`src/rtl/instr_encoder_loader.sv`:
```
// instr_encoder_loader
//   Packs one MIPS instruction per valid/ready transfer (kind + fields) into a 32-bit word
//   and writes it to instruction memory at consecutive word addresses, one cycle later.
// Ports:
//   clk, reset          clock and synchronous active-high reset
//   start, base_addr    open a load session at base_addr (word aligned)
//   in_valid/in_ready   instruction handshake; in_last marks the final instruction
//   in_kind, in_*       instruction kind and fields
//   mem_we/addr/wdata   instruction memory write port
//   count, done         words written this session, session complete level
//   err_illegal         one-cycle pulse when an illegal kind is accepted and dropped
module instr_encoder_loader #(
    parameter int unsigned ADDR_W = 32,
    parameter int unsigned DEPTH  = 64,
    localparam int unsigned CntW  = $clog2(DEPTH + 1)
) (
    input  logic              clk,
    input  logic              reset,
    input  logic              start,
    input  logic [ADDR_W-1:0] base_addr,
    input  logic              in_valid,
    output logic              in_ready,
    input  logic              in_last,
    input  logic [3:0]        in_kind,
    input  logic [4:0]        in_rs,
    input  logic [4:0]        in_rt,
    input  logic [4:0]        in_rd,
    input  logic [4:0]        in_shamt,
    input  logic [5:0]        in_funct,
    input  logic [15:0]       in_imm,
    input  logic [25:0]       in_target,
    output logic              mem_we,
    output logic [ADDR_W-1:0] mem_addr,
    output logic [31:0]       mem_wdata,
    output logic [CntW-1:0]   count,
    output logic              done,
    output logic              err_illegal
);

    typedef enum logic [1:0] {StIdle, StLoad, StDone} state_e;

    state_e            state_q, state_d;
    logic [ADDR_W-1:0] ptr_q, ptr_d;
    logic [CntW-1:0]   count_q, count_d;
    logic              last_q, last_d;
    logic              we_q, we_d;
    logic [ADDR_W-1:0] addr_q, addr_d;
    logic [31:0]       wdata_q, wdata_d;
    logic              err_q, err_d;

    logic [31:0] enc_word;
    logic        enc_legal;
    logic        xfer;

    always_comb begin
        enc_word  = '0;
        enc_legal = 1'b1;
        if (in_kind[3]) begin
            enc_legal = 1'b0;
        end else begin
            unique case (in_kind[2:0])
                3'd0: enc_word = {6'b000000, in_rs, in_rt, in_rd, in_shamt, in_funct};
                3'd1: enc_word = {6'b000010, in_target};
                3'd2: enc_word = {6'b000100, in_rs, in_rt, in_imm};
                3'd3: enc_word = {6'b000101, in_rs, in_rt, in_imm};
                3'd4: enc_word = {6'b001000, in_rs, in_rt, in_imm};
                3'd5: enc_word = {6'b001100, in_rs, in_rt, in_imm};
                3'd6: enc_word = {6'b100011, in_rs, in_rt, in_imm};
                3'd7: enc_word = {6'b101011, in_rs, in_rt, in_imm};
                default: enc_word = '0;
            endcase
        end
    end

    // A pending registered word already counts against capacity; once the last
    // instruction is taken nothing more is accepted while its write drains.
    assign in_ready = (state_q == StLoad) && !last_q && !reset &&
                      ((32'(count_q) + 32'(we_q)) < DEPTH);
    assign xfer     = in_valid && in_ready;

    always_comb begin
        state_d = state_q;
        ptr_d   = ptr_q;
        count_d = count_q;
        last_d  = last_q;
        we_d    = 1'b0;
        addr_d  = addr_q;
        wdata_d = wdata_q;
        err_d   = 1'b0;

        if (we_q) count_d = count_q + 1'b1;

        unique case (state_q)
            StIdle, StDone: begin
                if (start) begin
                    state_d = StLoad;
                    ptr_d   = {base_addr[ADDR_W-1:2], 2'b00};
                    count_d = '0;
                    last_d  = 1'b0;
                end
            end
            StLoad: begin
                if (we_q && (last_q || (32'(count_q) + 32'd1 == DEPTH))) state_d = StDone;
                if (xfer) begin
                    if (enc_legal) begin
                        we_d    = 1'b1;
                        addr_d  = ptr_q;
                        wdata_d = enc_word;
                        ptr_d   = ptr_q + ADDR_W'(4);
                        last_d  = in_last;
                    end else begin
                        err_d = 1'b1;
                        // Illegal final instruction has no write to wait for.
                        if (in_last) state_d = StDone;
                    end
                end
            end
            default: state_d = StIdle;
        endcase
    end

    always_ff @(posedge clk) begin
        if (reset) begin
            state_q <= StIdle;
            ptr_q   <= '0;
            count_q <= '0;
            last_q  <= 1'b0;
            we_q    <= 1'b0;
            addr_q  <= '0;
            wdata_q <= '0;
            err_q   <= 1'b0;
        end else begin
            state_q <= state_d;
            ptr_q   <= ptr_d;
            count_q <= count_d;
            last_q  <= last_d;
            we_q    <= we_d;
            addr_q  <= addr_d;
            wdata_q <= wdata_d;
            err_q   <= err_d;
        end
    end

    // Reset suppresses a write already registered so it never reaches memory.
    assign mem_we      = we_q && !reset;
    assign mem_addr    = addr_q;
    assign mem_wdata   = wdata_q;
    assign count       = count_q;
    assign done        = (state_q == StDone);
    assign err_illegal = err_q;

endmodule

```
`config.mk`:
```
export PLATFORM = sky130hd
export DESIGN_NAME = instr_encoder_loader
export DESIGN_NICKNAME = d
export VERILOG_FILES = /design/src/rtl/instr_encoder_loader.sv
export SDC_FILE = /design/constraint.sdc
export NUM_CORES = 1
export LEC_CHECK = 0
export CAP_MARGIN = 30
export CORE_ASPECT_RATIO = 1.75
export CORE_UTILIZATION = 50
export CTS_BUF_LIST = sky130_fd_sc_hd__clkbuf_4 sky130_fd_sc_hd__clkbuf_8
export CTS_CLUSTER_SIZE = 20
export DETAILED_ROUTE_END_ITERATION = 7
export PLACE_DENSITY = 0.91
export SYNTH_ARGS = -nofsm -noshare
export SYNTH_HDL_FRONTEND = slang
export SYNTH_SLANG_ARGS = --single-unit
```
`constraint.sdc`:
```
create_clock -name clk -period 2.95 [get_ports clk]
set_input_delay 0.4425 -clock clk [delete_from_list [all_inputs] [get_ports clk]]
set_output_delay 0.4425 -clock clk [all_outputs]
set_load 0.03 [all_outputs]
```
Word-level counts from Yosys, hierarchy flattened --
Cells that the tools add are included.
Word-level totals: input bits 109, word-level logic and storage cells 65, flip-flop bits (word level) 108
Operators by class: equality and inequality tests 13, reductions and logical operators 16, add/subtract/negate cells 4, bitwise logic cells 3, multiplexer cells 20, magnitude comparators 1
Operator list (count):
- 32-bit one-hot mux with 8 select lines | 1
- 32-bit 2-to-1 mux | 3
- 32-bit one-hot mux with 2 select lines | 1
- 32-bit by 3-bit adder with 32-bit output, second input constant | 1
- 7-bit 2-to-1 mux | 3
- 3-bit equality test, second input constant | 4
- 2-bit 2-to-1 mux | 5
- 7-bit by 1-bit adder with 8-bit output | 1
- 7-bit by 1-bit adder with 8-bit output, second input constant | 1
- 8-bit by 7-bit equality test with 1-bit output, second input constant | 1
- 8-bit by 7-bit less-than comparator with 1-bit output, second input constant | 1
- 7-bit by 1-bit adder with 7-bit output, second input constant | 1
- 3-bit by 2-bit equality test with 1-bit output, second input constant | 2
- 1-bit logical AND | 6
- 2-bit inequality test, second input constant | 3
- 1-bit 2-to-1 mux | 5
- 2-bit one-hot mux with 2 select lines | 1
- 4-bit AND reduction | 1
- 3-bit by 1-bit equality test with 1-bit output, second input constant | 1
- 3-bit zero test | 1
- 1-bit NOT | 3
- 3-bit AND reduction | 1
- 3-bit OR reduction | 1
- 2-bit by 1-bit equality test with 1-bit output, second input constant | 1
- other kinds (7) | 8

Depth between registers and ports, before layout --
depth after elaboration 9, depth in mapped cells 9

Worst setup path before layout --
OpenSTA, ideal clock, no wires.
kind reg-to-reg, from reg count_q[0] (netlist: count[0]), to reg state_q[1], setup slack 0.577 ns, data arrival time 2.315 ns, setup time 0.059 ns, required time 2.891 ns, cell stages (with the launch flop) 7, cells stage by stage dfxtp_1 > ha_1 > and3_1 > a211oi_1 > and3_1 > a221o_1 > o221a_2
RTL lines:
- start, declared | RTL line 44 | logic [CntW-1:0] count_q, count_d;
- start signal, assigned | RTL line 135 | count_q <= count_d;
- 7-bit by 1-bit adder with 8-bit output | RTL line 78 | ((32'(count_q) + 32'(we_q)) < DEPTH);
- 8-bit by 7-bit less-than comparator with 1-bit output | RTL line 78
- 1-bit logical AND | RTL line 77 | assign in_ready = (state_q == StLoad) && !last_q && !reset &&
- named net in_ready | RTL line 22 | output logic in_ready,
- 1-bit logical AND | RTL line 79 | assign xfer = in_valid && in_ready;
- 2-bit 2-to-1 mux | RTL line 104 | if (xfer) begin
- 2-bit one-hot mux with 2 select lines | RTL line 93 | unique case (state_q)
- end signal, assigned | RTL line 124 | state_q <= StIdle;
- end signal, assigned | RTL line 133 | state_q <= state_d;
- end, declared | RTL line 42 | state_e state_q, state_d;
The timed path passes the listed nets, and every way through them passes these cells. A chain may end at the register's enable or synchronous reset.

Worst setup path after layout --
from reg we_q, to out in_ready
Between the ends: longest elaborated chain between the ends 3
Ends and longest elaborated chain:
- start, declared | RTL line 46 | logic we_q, we_d;
- start signal, assigned | RTL line 137 | we_q <= we_d;
- 7-bit by 1-bit adder with 8-bit output | RTL line 78
- 8-bit by 7-bit less-than comparator with 1-bit output | RTL line 78
- 1-bit logical AND | RTL line 77
- end, declared | RTL line 22
Every way passes these cells.

==> flow_metrics.py <==
metrics = {
    "routing": {
        "wl_per_cell_um": 16.8,
        "routed_via_density": 5.87,
        "drtIter0Drc": 416,
        "routed_wl_um": 15900,
        "via_count": 5571,
        "drc_errors": 0,
        "final_antenna_net_count": 0,
        "firstDrtPassIters": 5,
    },
    "placement": {
        "place_inst": 932,
        "pre_cts_slack_ns": 0.378,
        "placed_area_um2": 6960,
        "port_buffers": 178,
        "place.gp.congestion": 0.876,
        "post-dp-hpwl_um": 11300,
    },
    "power_and_ir_drop": {
        "ir_drop_v": 0.000301,
        "p_leak_nw": 2.55,
        "power.density_nw_per_um2": 421,
    },
    "timing": {
        "slew_headroom": 0.334,
        "hold_viol_final": 0,
        "worst_pin_slew_ns": 0.994,
        "timing.final.crit_share": 0.914,
        "fmax_mhz": 371,
        "skew_ns": 0.0118,
        "setup_tns_ns": 0,
        "maxSlewViolCount": 0,
        "fin_ws_ns": 0.253,
        "setup_viol": 0,
        "finalCriticalPeriod_ns": 2.70,
        "rsz0062_at_grt": "no",
    },
    "clock_network": {
        "clk-insertion-delay-late_ns": 0.38,
        "cts.sinks": 103,
        "hold_buffers": 0,
        "postCtsResizedCells": 0,
        "cts-buffers-inserted": 9,
        "cts_max_level": 3,
        "clockBufferDepth": 2,
        "post_cts_buffers": 0,
        "cts_root_buf": "clkbuf_8",
        "clk_pin_slew_worst_paths_ns": 0.10,
        "cts_tree": "done",
    },
    "status": {
        "status": "finished clean",
    },
    "worst_setup_path": {
        "path_cells": "ha_1 > and3_1 > a211oi_1 > clkdlybuf4s50_1",
        "cp.required_ns": 2.51,
        "arrival_ns": 2.25,
        "cp_top_family": "buffers and inverters",
        "critical_path_class": "reg -> out",
        "critPathMaxStageDelay_ns": 0.73,
        "cp-start-kind": "flip-flop",
        "slowest_stage": "clkdlybuf4s50_1",
        "endpoint_kind": "primary output",
        "path_buf_inv": 1,
        "path_max_fanout": 8,
    },
    "floorplanning": {
        "rows": 48,
        "die-area_um2": 10700,
        "die_w_um": 78.6,
        "die_y_um": 136,
        "initial_utilization": 0.518,
        "pin_count": 184,
        "design.core.area_um2": 9910,
    },
    "run": {
        "max_cap_viol_count": 0,
    },
    "cells_and_area": {
        "postLayoutCoreUtil": 0.724,
        "design_area_um2": 7170,
        "fin_cells": 949,
        "fillers": 744,
        "final_nets": 930,
        "drive_gt1_frac": 0.0498,
        "final_cell_mix": "177 x clkdlybuf4s50_1, 145 x nand2_1, 103 x dfxtp_1",
        "area_growth_pct": 39.6,
        "layout_commonest_cell": "clkdlybuf4s50_1",
    },
    "global_routing": {
        "grt_pass1_wl_um": 25800,
        "antenna_found_initial": 1,
        "grt_max_degree": 65,
        "grtUsageTotal": 0.305,
        "grt_overflow": 0,
        "grt_pass1_vias": 5475,
    },
    "synth": {
        "netlist_area_um2": 5130,
        "synth-edff-count": 0,
        "yosysWarnings": 0,
        "netlist_instances": 672,
        "synth-async-reset-ratio": 0,
        "ys_types": 52,
        "synth_flop_cell": "dfxtp_1",
        "ys_ff_latch": 103,
        "avgSynthCellArea_um2": 7.64,
        "seq_area_frac_synth": 0.402,
    },
    "worst_hold_path": {
        "hold_class": "reg -> reg",
    },
}
routing by layer:
metal	global-route usage	routed length [um]	part of all wire
met1	0.314	5680	0.36
met2	0.555	8550	0.54
met3	0.0826	1160	0.073
met4	0.153	551	0.035
met5	0	0	0
registers in the layout (all words and copies together) (netlist names):
signal and count:
mem_wdata 31, we_q 1, last_q 1, state_q 2, count 7, mem_addr 30, ptr_q 30, err_illegal 1
worst paths after layout:
check / slack, ns / endpoint / from / depth (start not counted)
min reg2reg: 0.45 / mem_wdata[4] / mem_wdata[4] / 2
min: 0.45 / mem_wdata[4] / mem_wdata[4] / 2
max reg2reg: 0.51 / ptr_q[26] / we_q / 7
max: 0.25 / in_ready / we_q / 4
worst register-to-register path: cells and delay by family (launching register included):
kind                       cells  cell delay (ns)
AOI/OAI and AO/OA              3             0.68
DFF                            1             0.49
and+or+nand+nor                1             0.24
adders and majority gates      1             0.19
muxes                          1             0.28
buffers and inverters          1             0.44
power by group:
group          internal [W]  leakage, nW  switching [W]
combinational      0.000274         1.60       0.000289
sequential          0.00144        0.836      0.0000648
clock              0.000469        0.113       0.000477
total               0.00219         2.55       0.000831
cell usage after synthesis (all sizes together) (4+ instances only):
cell type / n / share of area
a32o: 5 / 0.0097
xor2: 7 / 0.012
a211oi: 18 / 0.026
nand4: 12 / 0.015
clkbuf: 43 / 0.032
or3: 5 / 0.0061
nand3: 23 / 0.022
dfxtp: 103 / 0.40
mux2i: 27 / 0.053
o21ai: 42 / 0.041
a21o: 4 / 0.0058
inv: 4 / 0.0029
buf: 17 / 0.017
a31oi: 9 / 0.011
a21oi: 79 / 0.077
nor2: 40 / 0.030
and2: 5 / 0.0061
o22ai: 7 / 0.0085
and3: 18 / 0.022
nand2: 145 / 0.11
nor2b: 5 / 0.0061
nor3: 10 / 0.0097
cell families (layout without fill, tap and decap cells):
family	Yosys count	after routing	share of synthesized area
other	1	4	0.000730
xor gates and xnor gates	7	7	0.0119
adders and majority gates	3	3	0.00731
AOI/OAI and AO/OA	189	189	0.229
buffers and inverters	64	213	0.0519
muxes	28	28	0.0548
DFF	103	103	0.402
and+or+nand+nor	277	277	0.243
metrics by stage:
stage	power [W]	hold WS, ns
CTS	0.00302	0.454
detailed placement	0.00209	0.443
floorplan	0.00183	0.445
global route	0.00314	0.470
finish	0.00302	0.454
global placement	0.00206	0.437
cell type report:
cell class | instances | area (um^2) | share of cell area
Multi-Input combinational cell | 507 | 2820 | 0.393
Sequential cell | 103 | 2060 | 0.288
Timing Repair Buffer | 193 | 1900 | 0.265
Clock buffer | 13 | 173 | 0.0241
Tap cell | 125 | 156 | 0.0218
Clock inverter | 3 | 40.0 | 0.00558
Inverter | 4 | 15.0 | 0.00209
Antenna cell | 1 | 2.50 | 0.000349
Note: power is estimated with default switching activity, not from simulation.
